--- config.mk ---
export PLATFORM = sky130hd
export DESIGN_NAME = vga_timing_decoder
export DESIGN_NICKNAME = d
export VERILOG_FILES = /design/src/rtl/vga_pkg.sv /design/src/rtl/vga_sync_edge.sv /design/src/rtl/vga_timing_decoder.sv
export SDC_FILE = /design/constraint.sdc
export NUM_CORES = 1
export LEC_CHECK = 0
export CORE_ASPECT_RATIO = 0.8
export CORE_UTILIZATION = 53
export DETAILED_ROUTE_END_ITERATION = 8
export PLACE_DENSITY = 0.85
export SLEW_MARGIN = 20
export SYNTH_ARGS = -nofsm -noshare
export SYNTH_HDL_FRONTEND = slang
export SYNTH_SLANG_ARGS = --single-unit
--- constraint.sdc ---
create_clock -name clk -period 4.7 [get_ports clk]
set_input_delay 0.94 -clock clk [delete_from_list [all_inputs] [get_ports clk]]
set_output_delay 0.94 -clock clk [all_outputs]
set_load 0.05 [all_outputs]
--- src/rtl/vga_pkg.sv ---
// Shared constants, counter widths and FSM state encoding for the VGA timing decoder.
package vga_pkg;

    localparam int H_TOTAL_DEF = 1056;  // 800x600@60 clocks per line
    localparam int V_TOTAL_DEF = 628;   // 800x600@60 lines per frame

    localparam int HCNT_W = 11;
    localparam int VCNT_W = 10;
    localparam int GOOD_W = 4;
    localparam int ERR_W  = 16;

    typedef logic [1:0] state_t;
    localparam state_t ST_SEARCH  = 2'd0;
    localparam state_t ST_ACQUIRE = 2'd1;
    localparam state_t ST_LOCKED  = 2'd2;

    function automatic logic [HCNT_W-1:0] h_sat_inc(input logic [HCNT_W-1:0] v);
        return (v == '1) ? v : v + 1'b1;
    endfunction

    function automatic logic [VCNT_W-1:0] v_sat_inc(input logic [VCNT_W-1:0] v);
        return (v == '1) ? v : v + 1'b1;
    endfunction

endpackage

--- src/rtl/vga_sync_edge.sv ---
// Stage-1 register and leading-edge detector for one sync line.
module vga_sync_edge #(
    parameter logic SYNC_POL = 1'b1
) (
    input  logic clk,
    input  logic rst_n,
    input  logic sync_in,
    output logic lead_edge
);

    logic sync_q;
    logic sync_d;

    // Reset to the active level so a sync held active through reset is not seen as an edge.
    // NOTE: sequential state uses non-blocking assignments so all flops update together.
    always_ff @(posedge clk or negedge rst_n) begin
        if (!rst_n) begin
            sync_q <= SYNC_POL;
            sync_d <= SYNC_POL;
        end else begin
            sync_q <= sync_in;
            sync_d <= sync_q;
        end
    end

    assign lead_edge = (sync_q == SYNC_POL) && (sync_d != SYNC_POL);

endmodule

--- src/rtl/vga_timing_decoder.sv ---
// Recovers raster position from an hs/vs/rgb stream and tracks lock to the configured timing.
// Optional error statistics counter enabled by defining VGA_DECODER_STATS_EN.
module vga_timing_decoder
    import vga_pkg::*;
#(
    parameter int   H_TOTAL     = H_TOTAL_DEF,
    parameter int   V_TOTAL     = V_TOTAL_DEF,
    parameter logic SYNC_POL    = 1'b1,
    parameter int   LOCK_FRAMES = 2
) (
    input  logic              clk,
    input  logic              rst_n,
    input  logic              hs_in,
    input  logic              vs_in,
    input  logic [11:0]       rgb_in,
    output logic [HCNT_W-1:0] hcount_out,
    output logic [VCNT_W-1:0] vcount_out,
    output logic [11:0]       rgb_out,
    output logic              frame_start,
    output logic              locked,
    output logic [HCNT_W-1:0] line_len,
    output logic [VCNT_W-1:0] frame_len,
    output logic              hs_err,
    output logic              vs_err,
    output logic [ERR_W-1:0]  err_count
);

    localparam logic [HCNT_W-1:0] H_EXP  = HCNT_W'(H_TOTAL);
    localparam logic [VCNT_W-1:0] V_EXP  = VCNT_W'(V_TOTAL);
    localparam logic [GOOD_W-1:0] G_LOCK = GOOD_W'(LOCK_FRAMES);

    logic              hs_edge;
    logic              vs_edge;
    logic [11:0]       rgb_s1;
    logic              hs_seen;
    logic              bad_hist;
    state_t            state;
    state_t            state_nxt;
    logic [GOOD_W-1:0] good_cnt;
    logic [GOOD_W-1:0] good_nxt;
    logic              hs_err_nxt;
    logic              vs_err_nxt;

    vga_sync_edge #(.SYNC_POL(SYNC_POL)) u_hs_edge (
        .clk       (clk),
        .rst_n     (rst_n),
        .sync_in   (hs_in),
        .lead_edge (hs_edge)
    );

    vga_sync_edge #(.SYNC_POL(SYNC_POL)) u_vs_edge (
        .clk       (clk),
        .rst_n     (rst_n),
        .sync_in   (vs_in),
        .lead_edge (vs_edge)
    );

    // A saturated counter marks the line/frame bad even if the clamped length happens to match.
    logic [HCNT_W-1:0] line_len_now;
    logic [VCNT_W-1:0] frame_len_now;
    logic              line_measured;
    logic              line_bad_now;
    logic              frame_good;
    logic              enter_search;

    assign line_len_now  = h_sat_inc(hcount_out);
    assign frame_len_now = v_sat_inc(vcount_out);
    assign line_measured = hs_edge && hs_seen;
    assign line_bad_now  = line_measured && ((hcount_out == '1) || (line_len_now != H_EXP));
    assign frame_good    = (vcount_out != '1) && (frame_len_now == V_EXP)
                           && !bad_hist && !line_bad_now;
    assign enter_search  = (state == ST_LOCKED) && (state_nxt == ST_SEARCH);

    // NOTE: every always_comb output gets a default first so no latch is inferred.
    always_comb begin
        state_nxt  = state;
        good_nxt   = good_cnt;
        hs_err_nxt = 1'b0;
        vs_err_nxt = 1'b0;
        case (state)
            ST_SEARCH: begin
                if (vs_edge) begin
                    state_nxt = ST_ACQUIRE;
                    good_nxt  = '0;
                end
            end
            ST_ACQUIRE: begin
                if (vs_edge) begin
                    if (frame_good) begin
                        good_nxt = good_cnt + 1'b1;
                        if (good_nxt == G_LOCK) state_nxt = ST_LOCKED;
                    end else begin
                        good_nxt = '0;
                    end
                end
            end
            ST_LOCKED: begin
                hs_err_nxt = line_bad_now;
                vs_err_nxt = vs_edge && !frame_good;
                if (hs_err_nxt || vs_err_nxt) state_nxt = ST_SEARCH;
            end
            default: state_nxt = ST_SEARCH;
        endcase
    end

    always_ff @(posedge clk or negedge rst_n) begin
        if (!rst_n) begin
            state    <= ST_SEARCH;
            good_cnt <= '0;
            hs_seen  <= 1'b0;
            bad_hist <= 1'b0;
            rgb_s1   <= '0;
        end else begin
            state    <= state_nxt;
            good_cnt <= good_nxt;
            rgb_s1   <= rgb_in;
            if (enter_search)  hs_seen <= 1'b0;
            else if (hs_edge)  hs_seen <= 1'b1;
            // The line closed by a coincident hs edge belongs to the frame ending now.
            if (vs_edge)           bad_hist <= 1'b0;
            else if (line_bad_now) bad_hist <= 1'b1;
        end
    end

    always_ff @(posedge clk or negedge rst_n) begin
        if (!rst_n) begin
            hcount_out  <= '0;
            vcount_out  <= '0;
            rgb_out     <= '0;
            frame_start <= 1'b0;
            locked      <= 1'b0;
            line_len    <= '0;
            frame_len   <= '0;
            hs_err      <= 1'b0;
            vs_err      <= 1'b0;
        end else begin
            hcount_out  <= hs_edge ? '0 : h_sat_inc(hcount_out);
            if (vs_edge)      vcount_out <= '0;
            else if (hs_edge) vcount_out <= v_sat_inc(vcount_out);
            rgb_out     <= rgb_s1;
            frame_start <= vs_edge;
            // Rises one cycle after entering LOCKED, falls together with the error pulse.
            locked      <= (state == ST_LOCKED) && (state_nxt == ST_LOCKED);
            if (line_measured) line_len <= line_len_now;
            if (vs_edge)       frame_len <= frame_len_now;
            hs_err      <= hs_err_nxt;
            vs_err      <= vs_err_nxt;
        end
    end

`ifdef VGA_DECODER_STATS_EN
    always_ff @(posedge clk or negedge rst_n) begin
        if (!rst_n) begin
            err_count <= '0;
        end else if ((hs_err || vs_err) && (err_count != '1)) begin
            err_count <= err_count + 1'b1;
        end
    end
`else
    assign err_count = '0;
`endif

endmodule
==> impl_metrics.json, run 1 <==
{
  "grtUsageMet1_pct": 31.3,
  "synth_edf_count": 0,
  "dpl.hpwl_um": 5200,
  "rsz0062_at_grt": "no",
  "vias": 2790,
  "power_frac_comb_pct": 24.0,
  "p_switching_mw": 0.637,
  "cp.buffers_inverters": 1,
  "grt_pass1_vias": 2598,
  "routed_wl_um": 7520,
  "use_met2_pct": 33.8,
  "drive_gt1_share_pct": 8.29,
  "clock_sinks": 82,
  "met3_usage_pct": 7.58,
  "setup_tns_ps": 0,
  "fin_util_pct": 69.3,
  "synthArstFlopShare_pct": 100,
  "critPathKind": "reg -> out",
  "syn_area_mm2": 0.00363,
  "cts_made_buffers": 9,
  "final_common_cell": "dfrtp_1",
  "yosysTopAreaCellShare_pct": 53.7,
  "setup_viol": 0,
  "drc_errors": 0,
  "p_leak_nw": 1.95,
  "path_max_fanout": 11,
  "fp.dieW_um": 94.6,
  "cts_buffer_depth": 2,
  "place_congestion": 0.872,
  "layout_common_cells": "dfrtp_1 (78), clkdlybuf4s50_1 (72), nand2_1 (48)",
  "clkPwrFrac_pct": 28.7,
  "relSlewSlack_pct": 35.6,
  "skew_ps": 5.94,
  "p_int_mw": 1.09,
  "rows": 26,
  "die_area_mm2": 0.00719,
  "grt_usage_pct": 22.5,
  "hold_viol": 0,
  "cts.repair.resized": 0,
  "dr.pass1.iters": 6,
  "synth_seq_cells": 82,
  "synth.yosys.seq_area_share_pct": 56.6,
  "grt_max_degree": 83,
  "io_buffers": 73,
  "fin_nets": 437,
  "max_cap_viol_count": 0,
  "cts_hold_buf": 0,
  "power_mw": 1.73,
  "cp_slowest_cell": "clkdlybuf4s50_1",
  "status": "completed",
  "htree_levels": 3,
  "vdd_drop_max_uv": 286,
  "timing.fmax_mhz": 360,
  "cts.clk_slew.worst_paths_ps": 90,
  "worstPathArrival_ps": 1840,
  "path_cells": "clkdlybuf4s50_1",
  "worst_pin_slew_ps": 966,
  "finalCritPeriodShare_pct": 59.1,
  "synth_cells": 352,
  "min_period_ps": 2780,
  "wl_per_cell_um": 14.9,
  "antenna_found_initial": 0,
  "ys_warn_count": 0,
  "vias_per_cell": 5.51,
  "busiest_layer": "met2",
  "grt_pass1_wl_um": 12400,
  "preCtsSetupSlack_ps": 2240,
  "hold_class": "reg -> reg",
  "startpoint_type": "flip-flop",
  "yosysTopAreaCell": "dfrtp_1",
  "area.growth.synth_to_final_pct": 24.2,
  "pwr-share-seq_pct": 47.2,
  "core_mm2": 0.00651,
  "die_h_um": 76.1,
  "diodes": 0,
  "tritoncts": "built",
  "ios": 90,
  "swShare_pct": 36.8,
  "cts_setup_buffers": 0,
  "clockRootBuffer": "clkbuf_8",
  "power_density_mw_per_mm2": 384,
  "synth-main-ff-cell": "dfrtp_1",
  "rrSetupSlack_ps": 2180,
  "netlist_top_cells_area": "dfrtp_1 (54%), nand2_1 (5.0%), nor2_1 (4.1%)",
  "grt-ovfl-total": 0,
  "dr.first_iter.drc_count": 149,
  "clock_latency_ps": 360,
  "place_area_mm2": 0.00432,
  "slowest_delay_ps": 880,
  "post-route-worst-setup-slack_ps": 1920,
  "start_util_pct": 55.8,
  "synth_cell_types": 57,
  "cp-end-kind": "output port",
  "drv_slew": 0,
  "postSynthAreaPerCell_um2": 10.3,
  "path_delay_family": "buffers and inverters",
  "critPathRequiredTime_ps": 3760,
  "final_area_mm2": 0.00451,
  "ant_nets": 0
}
-- final timing paths --
kind,startpoint,end,depth (start not counted)
worst min register to register,rgb_s1[9]$_DFF_PN0_,rgb_out[9]$_DFF_PN0_,0
worst max-delay path,hcount_out[3]$_DFF_PN0_,hcount_out[3],1
worst min-delay path,rgb_s1[9]$_DFF_PN0_,rgb_out[9]$_DFF_PN0_,0
min in group asynchronous,rst_n,hcount_out[3]$_DFF_PN0_,1
max in group asynchronous,rst_n,hcount_out[8]$_DFF_PN0_,1
worst max register to register,vcount_out[0]$_DFFE_PN0P_,state[1]$_DFF_PN0_,8
-- power groups by stage --
| stage | logic [mW] | registers (mW) | clock network (mW) |
|---|---|---|---|
| after floorplan | 0.156 | 0.960 | 0 |
| after global placement | 0.412 | 0.824 | 0 |
| after detailed placement | 0.416 | 0.830 | 0 |
| after CTS | 0.418 | 0.816 | 0.507 |
| after global routing | 0.441 | 0.824 | 0.537 |
| final | 0.416 | 0.817 | 0.498 |
-- final cells by class --
class	count	area [µm²]
Clock inverter	7	67.6
Fill cell	506	1990
Clock buffer	9	124
Sequential cell	82	2060
Timing Repair Buffer	74	736
Inverter	6	22.5
Multi-Input combinational cell	244	1400
Tap cell	84	105
-- per-stage QoR --
step | hold slack (ps) | std cells
2_1_floorplan | 331 | 367
3_3_place_gp | 331 | 490
3_5_place_dp | 337 | 490
4_1_cts | 362 | 506
5_1_grt | 364 | 506
6_report | 357 | 506
-- synth_stat cells (all sizes together), types with 4 or more instances --
cell type  count
a31oi          8
nand3          9
o211ai         4
o21ai         26
dfrtp         78
xnor2          6
inv            5
nor3           8
buf           24
nand4         10
dfstp          4
nand2         50
nand2b         4
nor2          40
xor2           7
mux2i          6
ha             4
a21oi         10
clkbuf        11
-- flip-flops by register name (all words and copies together), names as in the netlist, 2 cells and up --
signal      flops
vcount_out     10
line_len       11
rgb_out        12
hcount_out     11
frame_len      10
rgb_s1         12
state           2
good_cnt        4
-- routing by layer --
layer	vias to the layer above	part of all wire [%]
li1	1313	-
met1	1327	44
met2	135	47
met3	15	7.6
met4	0	1.6
met5	-	0
-- cell families after synthesis --
group	count (synthesis)	share of synthesized area [%]
AO/OA/AOI/OAI	63	11.1
XOR/XNOR	13	3.13
adder cells (fa/ha/maj)	4	1.38
buffers and inverters	41	6.40
flip-flops	82	56.6
multiplexers	7	1.96
other	1	0.103
AND/OR/NAND/NOR	141	19.3
(Power assumes the default switching activity.)
==> run 2, diff against run 1 <==
--- a/config.mk
+++ b/config.mk
@@ -6,9 +6,9 @@
 export NUM_CORES = 1
 export LEC_CHECK = 0
 export CORE_ASPECT_RATIO = 0.8
-export CORE_UTILIZATION = 53
+export CORE_UTILIZATION = 44
 export DETAILED_ROUTE_END_ITERATION = 8
-export PLACE_DENSITY = 0.85
+export PLACE_DENSITY = 0.75
 export SLEW_MARGIN = 20
 export SYNTH_ARGS = -nofsm -noshare
 export SYNTH_HDL_FRONTEND = slang
==> constraint.sdc (replaced) <==
create_clock -name clk -period 2.3 [get_ports clk]
set_input_delay 0.46 -clock clk [delete_from_list [all_inputs] [get_ports clk]]
set_output_delay 0.46 -clock clk [all_outputs]
set_load 0.05 [all_outputs]
==> run 2 against run 1 <==
Effect of this change:
- combinational power grew 130%
- clock-buffer cell count stayed put
- die area up 20%
- global-route usage down 3.9 points
- sequential power grew 100%
- first-iteration DRC count down 17%
- total power grew 130%
- flip-flop and latch count unchanged
- setup slack lost 1900 ps
- clock skew is 5.7 ps higher
- routed wire length grew 1.9%
- core utilization shrank 8.9 points
- critical endpoint is now good_cnt[1]$_DFFE_PN0P_
==> impl_metrics.json, run 2 (synthesis gave the netlist of run 1 again) <==
{
  "grt_max_degree": 46,
  "antenna_found_initial": 0,
  "die_area_mm2": 0.00863,
  "status": "completed",
  "drc_errors": 0,
  "diodes": 0,
  "drive_gt1_share_pct": 15.3,
  "cts_buffer_depth": 2,
  "setup_viol": 0,
  "power_density_mw_per_mm2": 815,
  "dpl.hpwl_um": 5230,
  "critPathRequiredTime_ps": 2560,
  "grt_usage_pct": 18.6,
  "drv_slew": 0,
  "worstPathArrival_ps": 2490,
  "min_period_ps": 2230,
  "io_buffers": 73,
  "final_area_mm2": 0.00483,
  "wl_per_cell_um": 13.9,
  "grt_pass1_wl_um": 12600,
  "place_area_mm2": 0.00446,
  "grt-ovfl-total": 0,
  "grt_pass1_vias": 2529,
  "ff2ff_path_depth": 8,
  "p_leak_nw": 2.08,
  "clockRootBuffer": "clkbuf_8",
  "core_mm2": 0.00798,
  "ant_nets": 0,
  "ios": 90,
  "preCtsSetupSlack_ps": 34.2,
  "tritoncts": "built",
  "fp.dieW_um": 104,
  "routed_wl_um": 7660,
  "hold_viol": 0,
  "area.growth.synth_to_final_pct": 32.8,
  "final_common_cell": "clkdlybuf4s50_1",
  "setup_tns_ps": 0,
  "place_congestion": 0.919,
  "critPathKind": "reg -> reg",
  "ff_latch_area_mm2": 0.00207,
  "multi_input_area_mm2": 0.00144,
  "path_max_fanout": 7,
  "cp-end-kind": "flip-flop",
  "hold_class": "in -> async",
  "clock_sinks": 82,
  "fill_cells": 672,
  "rows": 29,
  "fin_nets": 459,
  "timing.fmax_mhz": 448,
  "startpoint_type": "flip-flop",
  "layout_common_cells": "clkdlybuf4s50_1 (71), dfrtp_1 (70), nand2_1 (48)",
  "top_regs": "rgb_out (12), rgb_s1 (12)",
  "clock_latency_ps": 360,
  "cts.clk_slew.worst_paths_ps": 90,
  "worst_pin_slew_ps": 536,
  "fin_util_pct": 60.5,
  "finalCritPeriodShare_pct": 97.0,
  "htree_levels": 3,
  "skew_ps": 11.7,
  "cts_made_buffers": 9,
  "post-route-worst-setup-slack_ps": 69.4,
  "max_cap_viol_count": 0,
  "vdd_drop_max_uv": 453,
  "dr.pass1.iters": 4,
  "relSlewSlack_pct": 64.1,
  "layout.cells.non_filler": 552,
  "place_inst": 526,
  "dr.first_iter.drc_count": 123,
  "vias": 2828,
  "die_h_um": 83.3,
  "cts_hold_buf": 0,
  "vias_per_cell": 5.12,
  "rrSetupSlack_ps": 70,
  "start_util_pct": 45.5
}
[run 2: cell types whose count changed in the layout (fill, tap and decap cells not counted), moves of 2 or more]
cell       previous run  this run
buf_4                 2        23
inv_8                 3         1
o21ai_1               0         2
dfrtp_1              78        70
dfrtp_2               0         8
bufinv_16             0         3
o21ai_0              26        24
ha_1                  4         2
[run 2: worst paths after layout]
path | from | to
setup / recovery | hcount_out[0]$_DFF_PN0_ | good_cnt[1]$_DFFE_PN0P_
min in group clk | rgb_s1[4]$_DFF_PN0_ | rgb_out[4]$_DFF_PN0_
hold / removal | rst_n | line_len[4]$_DFFE_PN0P_
setup reg to reg | hcount_out[0]$_DFF_PN0_ | good_cnt[1]$_DFFE_PN0P_
max in group asynchronous | rst_n | u_vs_edge.sync_d$_DFF_PN1_
hold reg to reg | rgb_s1[4]$_DFF_PN0_ | rgb_out[4]$_DFF_PN0_
[run 2: report_power, final]
part	internal (mW)	switching, mW	total, mW
Sequential	1.55	0.109	1.66
Combinational	0.344	0.626	0.970
Clock	0.740	0.562	1.30
Total	2.64	1.30	3.93
[run 2: per-stage QoR]
| stage | hold WS [ps] | total power, mW |
|---|---|---|
| 2_1_floorplan | 164 | 2.29 |
| 6_report | 67.0 | 3.93 |
| 5_1_grt | 86.2 | 4.11 |
| 4_1_cts | 68.6 | 3.90 |
| 3_3_place_gp | 331 | 2.59 |
| 3_5_place_dp | 336 | 2.59 |
[run 2: layout make-up]
class,count,area share (%)
sequential,82,42.8
multi-input combinational,244,29.8
timing repair buffer,96,18.9
tap,108,2.80
clock inverter,7,2.64
clock buffer,9,2.57
inverter,6,0.467
[run 2: worst max-delay path, stage by stage (launching register included)]
cell	delay [ps]
dfrtp_2	430
ha_4	200
nand4_4	140
nor4_4	360
mux2i_1	280
and2_1	180
a31o_4	200
nand2_4	70
o41ai_2	270
[run 2: repair_timing]
action / CTS / global route
setup endpoints to repair: 1 / 11
pin swaps: 0 / 2
buffers inserted: 0 / 10
gates resized for setup: 1 / 8
[run 2: per-layer routing]
metal  track usage [%]  routed length, µm  part of all wire (%)  vias to the layer above
met2              27.8               3480                    45                      101
met4              5.53                 34                  0.44                        0
met5                 0                  0                     0                        -
met1              26.2               3650                    48                     1360
li1                  -                  -                     -                     1365
met3              5.57                496                   6.5                        2
